$ cat src/rtl/fibo_arb_pkg.sv
// fibo_arb_pkg: shared state encoding and default sizing for the fibonacci request arbiter.
package fibo_arb_pkg;
    typedef enum logic [1:0] {IDLE, ISSUE, WAIT, RESP} state_t;
    localparam int SIZE_DEF    = 4;
    localparam int NREQ_DEF    = 4;
    localparam int TIMEOUT_DEF = 64;
    localparam int IDX_W       = $clog2(NREQ_DEF);
endpackage

$ cat src/rtl/fibo_rr_pick.sv
// fibo_rr_pick: combinational round-robin picker; first set request searching upward from ptr_i with wrap.
module fibo_rr_pick
    import fibo_arb_pkg::*;
#(
    parameter int NREQ = NREQ_DEF,
    parameter int IW   = IDX_W
) (
    input  logic [NREQ-1:0] req_i,
    input  logic [IW-1:0]   ptr_i,
    output logic            vld_o,
    output logic [IW-1:0]   idx_o
);
    logic [IW-1:0] j;
    always_comb begin
        vld_o = |req_i;
        idx_o = '0;
        j     = '0;
        // Walk downward so the candidate closest to the pointer is written last and wins.
        for (int k = NREQ - 1; k >= 0; k--) begin
            j = IW'((int'(ptr_i) + k) % NREQ);
            if (req_i[j]) idx_o = j;
        end
    end
endmodule

$ cat src/rtl/fibo_request_arbiter.sv
// fibo_request_arbiter: shares one fibonacci calculator among NREQ requesters, one job at a time, round-robin.
// Optional watchdog abort enabled by defining FIBO_TIMEOUT_EN.
module fibo_request_arbiter
    import fibo_arb_pkg::*;
#(
    parameter int NREQ    = NREQ_DEF,
    parameter int SIZE    = SIZE_DEF,
    parameter int TIMEOUT = TIMEOUT_DEF
) (
    input  logic                 CLK,
    input  logic                 RST,
    input  logic [NREQ-1:0]      REQ,
    input  logic [NREQ*SIZE-1:0] REQ_COUNT,
    output logic [NREQ-1:0]      GNT,
    output logic [NREQ-1:0]      RESP_VALID,
    output logic [SIZE-1:0]      RESP_DATA,
    output logic                 RESP_ERR,
    output logic                 BUSY,
    output logic                 CALC_START,
    output logic [SIZE-1:0]      CALC_COUNT,
    input  logic                 CALC_DONE,
    input  logic [SIZE-1:0]      CALC_DATA
);
    localparam int IW = $clog2(NREQ);

    state_t            state_q;
    logic [IW-1:0]     ptr_q, idx_q, pick_idx;
    logic              pick_vld, start_q, guard_q;
    logic [NREQ-1:0]   gnt_q, valid_q;
    logic [SIZE-1:0]   count_q, data_q, pick_cnt;

    fibo_rr_pick #(.NREQ(NREQ), .IW(IW)) u_pick (
        .req_i (REQ),
        .ptr_i (ptr_q),
        .vld_o (pick_vld),
        .idx_o (pick_idx)
    );

    assign pick_cnt = SIZE'(REQ_COUNT >> (int'(pick_idx) * SIZE));

`ifdef FIBO_TIMEOUT_EN
    localparam int TW = $clog2(TIMEOUT + 1);
    logic [TW-1:0] wdog_q;
    logic          err_q;
    assign RESP_ERR = err_q;
`else
    assign RESP_ERR = 1'b0;
`endif

    always_ff @(posedge CLK or negedge RST) begin
        if (!RST) begin
            state_q <= IDLE;
            ptr_q   <= '0;
            idx_q   <= '0;
            start_q <= 1'b0;
            guard_q <= 1'b0;
            gnt_q   <= '0;
            valid_q <= '0;
            count_q <= '0;
            data_q  <= '0;
`ifdef FIBO_TIMEOUT_EN
            wdog_q  <= '0;
            err_q   <= 1'b0;
`endif
        end else begin
            unique case (state_q)
                IDLE: if (pick_vld) begin
                    state_q <= ISSUE;
                    idx_q   <= pick_idx;
                    gnt_q   <= NREQ'(1) << pick_idx;
                    start_q <= 1'b1;
                    count_q <= pick_cnt;
                end
                ISSUE: begin
                    state_q <= WAIT;
                    start_q <= 1'b0;
                    guard_q <= 1'b1;
`ifdef FIBO_TIMEOUT_EN
                    wdog_q  <= '0;
`endif
                end
                WAIT: begin
                    // The guard cycle masks a DONE left high by the previous job.
                    guard_q <= 1'b0;
`ifdef FIBO_TIMEOUT_EN
                    wdog_q  <= wdog_q + 1'b1;
`endif
                    if (!guard_q && CALC_DONE) begin
                        state_q <= RESP;
                        valid_q <= gnt_q;
                        data_q  <= CALC_DATA;
                    end
`ifdef FIBO_TIMEOUT_EN
                    else if (int'(wdog_q) + 1 >= TIMEOUT) begin
                        state_q <= RESP;
                        valid_q <= gnt_q;
                        data_q  <= '0;
                        err_q   <= 1'b1;
                    end
`endif
                end
                RESP: begin
                    state_q <= IDLE;
                    gnt_q   <= '0;
                    valid_q <= '0;
                    ptr_q   <= (int'(idx_q) == NREQ - 1) ? '0 : idx_q + 1'b1;
`ifdef FIBO_TIMEOUT_EN
                    err_q   <= 1'b0;
`endif
                end
            endcase
        end
    end

    assign GNT        = gnt_q;
    assign RESP_VALID = valid_q;
    assign RESP_DATA  = data_q;
    assign BUSY       = state_q != IDLE;
    assign CALC_START = start_q;
    assign CALC_COUNT = count_q;
endmodule
$ cat config.mk
export PLATFORM = sky130hd
export DESIGN_NAME = fibo_request_arbiter
export DESIGN_NICKNAME = d
export VERILOG_FILES = /design/src/rtl/fibo_arb_pkg.sv /design/src/rtl/fibo_rr_pick.sv /design/src/rtl/fibo_request_arbiter.sv
export SDC_FILE = /design/constraint.sdc
export NUM_CORES = 1
export LEC_CHECK = 0
export CAP_MARGIN = 20
export CORE_UTILIZATION = 50
export CTS_BUF_LIST = sky130_fd_sc_hd__clkbuf_16
export DETAILED_ROUTE_END_ITERATION = 8
export DONT_BUFFER_PORTS = 1
export GPL_TIMING_DRIVEN = 0
export PLACE_DENSITY_LB_ADDON = 0.08
export SETUP_SLACK_MARGIN = 0.4
export SLEW_MARGIN = 10
export SYNTH_ARGS = -nofsm -noshare
export SYNTH_HDL_FRONTEND = slang
export SYNTH_SLANG_ARGS = --single-unit
$ cat constraint.sdc
create_clock -name CLK -period 2 [get_ports CLK]
set_clock_uncertainty 0.2 [all_clocks]
set_input_delay 0.4 -clock CLK [delete_from_list [all_inputs] [get_ports CLK]]
set_output_delay 0.4 -clock CLK [all_outputs]
set_load 0.02 [all_outputs]
==> results.json, run 1 <==
{
  "status": "completed",
  "holdWs_ps": 89.5,
  "start_util_pct": 55.0,
  "cts-root-buf": "clkbuf_16",
  "cts_tree": "done",
  "insertedDiodeCount": 0,
  "synthToLayoutAreaGrowth_pct": 36.5,
  "drcViolationCount": 0,
  "grt_pass1_wl_um": 4310,
  "htree_num_levels": 1,
  "clock-sinks": 24,
  "leakagePower_uw": 0.000714,
  "coreArea_sq_um": 2280,
  "avgRoutedWirePerCell_um": 18.2,
  "hold_class": "input pin to register",
  "clk_pin_slew_ps": 60,
  "cp-start-kind": "register",
  "placed_cells": 142,
  "syn_area_sq_um": 1250,
  "syn_inst": 114,
  "worstSetupEndpointType": "register",
  "rsz0062_at_grt": "true",
  "dieArea_sq_um": 2710,
  "wirelength_um": 2890,
  "ys_ff_latch": 24,
  "clk_latency_ps": 250,
  "grt-ovfl-total": 0,
  "critPathArrivalTime_ps": 1730,
  "die_w_um": 52.1,
  "antenna_found_initial": 0,
  "hold_violations": 0,
  "setup_viol": 0,
  "num_vias": 946,
  "yosys_warnings": 0,
  "worstPathMaxFanout": 6,
  "drive_above_1_share_pct": 41.2,
  "grt_max_degree": 25,
  "setup_tns_ps": 0,
  "numCtsBuffers": 3,
  "cp.required_ps": 1930,
  "first_pass_iters": 4,
  "final_core_util_pct": 75.1,
  "die_h_um": 52.1,
  "ys_types": 32,
  "io_pins": 46,
  "grtUsageTotal_pct": 21.9,
  "ir_drop_v": 0.00104,
  "worstSetupPathType": "register to register",
  "via_per_inst": 5.95,
  "fmax_mhz": 558,
  "ys_seq_area_share_pct": 48.0,
  "fin_crit_ps": 1790,
  "fin_cells": 159,
  "cap_violations": 0,
  "synth.avg_cell_area_sq_um": 11.0,
  "antenna_left": 0,
  "cts_max_path_buffers": 2,
  "grt_pass1_vias": 937,
  "fin_crit_sh_pct": 89.6,
  "hpwl_um": 1910,
  "mappedNetlistNets": 147,
  "placementRows": 17,
  "nets": 165,
  "numPortBuffers": 0,
  "gp_congestion": 0.697,
  "p_per_area_nw_per_um2": 1680,
  "slew_viol_final": 0,
  "drt_iter0_drc": 14
}
## worst max-delay path, cell delays in order, from the launching register on
cell,delay (ps)
dfrtp_2,430
mux2i_2,240
a21oi_2,80
buf_6,130
and2_4,180
a2111oi_4,340
a211oi_2,50
## report_power, final
group | switching (uW) | leakage (uW) | internal [uW] | total (uW)
sequential | 348 | 0.000297 | 701 | 1050
combinational | 710 | 0.000378 | 672 | 1380
clock | 167 | 0.0000385 | 267 | 434
## cells by family (layout without fill, tap and decap cells)
family	after synthesis	in the layout	synth area share [%]
adders and majority gates	6	6	5.99
AOI/OAI and AO/OA	38	38	23.5
muxes	11	11	9.29
DFF	24	24	48.0
buffers and inverters	10	27	3.40
and+or+nand+nor	24	24	9.59
other	1	1	0.299
## per-stage QoR
| step | setup slack (ps) | cell area, sq um | power, uW |
|---|---|---|---|
| 2_1_floorplan | 336 | 1310 | 1780 |
| 3_3_place_gp | 176 | 1350 | 1940 |
| 3_5_place_dp | 139 | 1350 | 1980 |
| 4_1_cts | 246 | 1590 | 2670 |
| 5_1_grt | 112 | 1710 | 3050 |
| 6_report | 207 | 1710 | 2870 |
## cells in the final DEF, fill, tap and decap left out, types with 2 or more instances in the layout
cell       Yosys  layout
inv_2          0       3
a2111oi_4      0       4
buf_6          0       3
ha_1           6       4
clkbuf_16      0       3
a32o_1         2       2
o21ai_0        5       4
a21oi_1        4       2
nand2_1        7       6
a21boi_1       0       3
inv_1          6       2
mux2i_1        6       5
dfrtp_1       24      23
ha_4           0       2
buf_4          1      11
nor2_2         0       2
nor2_1         8       5
a211oi_2       0       3
a22o_1        10      10
mux2_2         5       5
a21oi_2        1       3
## Yosys cell counts
| cell type | n | area, sq um |
|---|---|---|
| inv_1 | 6 | 22.5 |
| mux2i_1 | 6 | 60.1 |
| a21boi_0 | 4 | 30.0 |
| o21ai_0 | 5 | 25.0 |
| a211oi_1 | 4 | 30.0 |
| clkbuf_2 | 1 | 5.00 |
| o32a_1 | 1 | 10.0 |
| nor2_1 | 8 | 30.0 |
| o21a_1 | 1 | 7.51 |
| and2_1 | 1 | 6.26 |
| nor3_1 | 1 | 5.00 |
| or3_1 | 1 | 6.26 |
| buf_4 | 1 | 7.51 |
| ha_1 | 6 | 75.1 |
| dfrtp_1 | 24 | 601 |
| nand2_1 | 7 | 26.3 |
| a32o_1 | 2 | 20.0 |
| a2111oi_0 | 4 | 35.0 |
| and2_4 | 1 | 8.76 |
| o22ai_2 | 1 | 12.5 |
| and2_0 | 1 | 6.26 |
| nand2b_1 | 1 | 6.26 |
| a22o_1 | 10 | 87.6 |
| conb_1 | 1 | 3.75 |
| a21oi_1 | 4 | 20.0 |
| nand3_1 | 1 | 5.00 |
| a21o_1 | 1 | 7.51 |
| a21oi_2 | 1 | 8.76 |
| nor4_2 | 1 | 12.5 |
| nor3b_1 | 1 | 7.51 |
| mux2_2 | 5 | 56.3 |
| clkbuf_1 | 2 | 7.51 |
## flip-flops by register name (all words and copies together), names as in the netlist
signal,count
ptr_q,2
idx_q,2
state_q,2
GNT,4
RESP_DATA,4
guard_q,1
CALC_COUNT,4
RESP_VALID,4
CALC_START,1
## layout make-up
| cell class | instances | area (sq um) |
|---|---|---|
| inverter | 6 | 25.0 |
| clock inverter | 1 | 3.75 |
| sequential | 24 | 602 |
| clock buffer | 3 | 75.1 |
| fill | 141 | 567 |
| tap | 28 | 35.0 |
| timing repair buffer | 13 | 124 |
| buffer | 4 | 36.3 |
| multi-input combinational | 80 | 808 |
## path summary, 6_finish.rpt
kind,end,from,cells past startpoint,slack [ps]
setup reg to reg,CALC_COUNT[0]$_DFFE_PN0P_,ptr_q[1]$_DFFE_PN0P_,6,210
min in group asynchronous,RESP_DATA[2]$_DFFE_PN0P_,RST,2,370
hold / removal,RESP_DATA[2]$_DFFE_PN0P_,CALC_DATA[2],1,90
hold reg to reg,idx_q[1]$_DFFE_PN0P_,idx_q[1]$_DFFE_PN0P_,2,290
max in group asynchronous,ptr_q[1]$_DFFE_PN0P_,RST,2,1070
setup / recovery,CALC_COUNT[0]$_DFFE_PN0P_,ptr_q[1]$_DFFE_PN0P_,6,210
## per-layer routing
layer  share of wire (%)  vias up  track usage [%]
li1                    -      455                -
met1                  38      455             25.2
met4                0.45        0             5.41
met2                  56       34             41.7
met3                 5.5        2             3.22
met5                   0        -                0
## what timing repair did
action	in CTS	in global routing
buffers inserted	6	5
setup endpoints to repair	17	20
endpoints found under the hold margin	24	24
pin swaps	6	15
cloned	0	0
gates resized for setup	22	19
No activity file was read; power rests on OpenSTA's default activity.
==> run 2: changes to the inputs <==
--- a/config.mk
+++ b/config.mk
@@ -6,7 +6,7 @@
 export NUM_CORES = 1
 export LEC_CHECK = 0
 export CAP_MARGIN = 20
-export CORE_UTILIZATION = 50
+export CORE_UTILIZATION = 45
 export CTS_BUF_LIST = sky130_fd_sc_hd__clkbuf_16
 export DETAILED_ROUTE_END_ITERATION = 8
 export DONT_BUFFER_PORTS = 1
==> results.json, run 2 (same netlist as run 1, synthesis figures left out) <==
{
  "status": "completed",
  "io_pins": 46,
  "drt_iter0_drc": 11,
  "cp-start-kind": "register",
  "via_per_inst": 5.84,
  "fin_crit_ps": 1790,
  "die_w_um": 54.8,
  "grtUsageTotal_pct": 18.4,
  "num_vias": 940,
  "drive_above_1_share_pct": 39.7,
  "cap_violations": 0,
  "dr_wl_met2_um": 1350,
  "dieArea_sq_um": 3000,
  "hold_end": "RESP_DATA[0]$_DFFE_PN0P_",
  "worstMarginPinSlew_ps": 541,
  "grt_pass1_vias": 868,
  "antenna_left": 0,
  "final_common_cell": "dfrtp_1",
  "cts-root-buf": "clkbuf_16",
  "coreArea_sq_um": 2540,
  "htree_num_levels": 1,
  "worstPathMaxFanout": 6,
  "cp.required_ps": 1930,
  "slew_headroom_pct": 63.9,
  "grt_max_degree": 25,
  "rsz0062_at_grt": "true",
  "clk_latency_ps": 250,
  "reg2reg_to": "CALC_COUNT[0]$_DFFE_PN0P_",
  "clock-sinks": 24,
  "cts_tree": "done",
  "die_h_um": 54.8,
  "first_pass_iters": 2,
  "worstSetupEndpointType": "register",
  "nets": 165,
  "route.met3.wl_um": 138,
  "critPathArrivalTime_ps": 1710,
  "min_from": "CALC_DATA[0]",
  "mostFrequentLayoutCells": "23 x dfrtp_1, 10 x a22o_1, 9 x buf_4",
  "wl_met1_um": 1230,
  "top_layer": "met3",
  "leakagePower_uw": 0.000723,
  "worstSetupPathType": "register to register",
  "p_per_area_nw_per_um2": 1730,
  "hpwl_um": 1860,
  "wirelength_um": 2730,
  "placed_cells": 144,
  "fin_crit_sh_pct": 89.3,
  "grt_pass1_wl_um": 3860,
  "slew_viol_final": 0,
  "antenna_found_initial": 0,
  "r2r_start": "ptr_q[1]$_DFFE_PN0P_",
  "fin_cells": 161,
  "start_util_pct": 49.2,
  "setup_tns_ps": 0,
  "hold_violations": 0,
  "avgRoutedWirePerCell_um": 16.9,
  "min_path_cells": 1,
  "cts_max_path_buffers": 2,
  "numCtsBuffers": 3,
  "insertedDiodeCount": 0,
  "placementRows": 18,
  "ir_drop_v": 0.000997,
  "reg2reg_depth": 6,
  "drcViolationCount": 0,
  "holdWs_ps": 97.7,
  "synthToLayoutAreaGrowth_pct": 37.5,
  "setup_viol": 0,
  "grt-ovfl-total": 0,
  "fmax_mhz": 560,
  "gp_congestion": 0.646,
  "clk_pin_slew_ps": 60,
  "r2r_slack_ps": 210,
  "hold_class": "input pin to register",
  "numPortBuffers": 0
}
## run 2: metrics by stage
stage | power [uW] | util (%) | worst slack [ps] | instance area (sq um)
floorplan | 1780 | - | 336 | 1310
global placement | 1940 | 53.1 | 156 | 1350
detailed placement | 1970 | 53.1 | 129 | 1350
CTS | 2770 | 63.3 | 194 | 1610
global route | 3160 | 67.7 | 137 | 1720
finish | 2980 | 67.7 | 215 | 1720
## run 2: worst max-delay path, cell delays in order, from the launching register on
cell and delay [ps]:
dfrtp_2 440, mux2i_2 250, a21oi_2 80, buf_6 130, and2_4 180, a2111oi_4 320
a211oi_2 60
## run 2: layer usage
| layer | vias up | GRT usage, % |
|---|---|---|
| met5 | - | 0 |
| met4 | 0 | 3.85 |
| met3 | 0 | 5.28 |
| met2 | 29 | 31.1 |
| met1 | 455 | 23.0 |
| li1 | 456 | - |
## run 2: power by group
part | total, uW | internal [uW] | switching, uW
combinational | 1370 | 681 | 691
clock | 560 | 397 | 163
sequential | 1050 | 701 | 350
## run 2: area by class of cell
| type | instances | area (sq um) |
|---|---|---|
| plain buffers | 4 | 43.8 |
| clock buffers | 3 | 75.1 |
| clock inverters | 1 | 30.0 |
| fillers | 192 | 823 |
| inverters | 6 | 25.0 |
| multi-input cells | 80 | 800 |
| flip-flops and latches | 24 | 602 |
| well taps | 30 | 37.5 |
| repair buffers | 13 | 109 |
## run 2: how the worst max path moves through the flow
stage                                      to                    from
floorplan           CALC_COUNT[0]$_DFFE_PN0P_    ptr_q[1]$_DFFE_PN0P_
global placement           GNT[0]$_DFFE_PN0P_  state_q[0]$_DFFE_PN0P_
detailed placement         GNT[0]$_DFFE_PN0P_  state_q[0]$_DFFE_PN0P_
CTS                 CALC_COUNT[0]$_DFFE_PN0P_    ptr_q[1]$_DFFE_PN0P_
global route        CALC_COUNT[0]$_DFFE_PN0P_    ptr_q[1]$_DFFE_PN0P_
finish              CALC_COUNT[0]$_DFFE_PN0P_    ptr_q[1]$_DFFE_PN0P_
## run 2: repair_timing
| action | in CTS | in global routing |
|---|---|---|
| hold buffers | 1 | 1 |
| hold endpoints to repair | 24 | 24 |
| pin swaps | 5 | 10 |
| setup buffers | 6 | 5 |
| setup endpoints to repair | 14 | 20 |
| gates resized for setup | 20 | 19 |
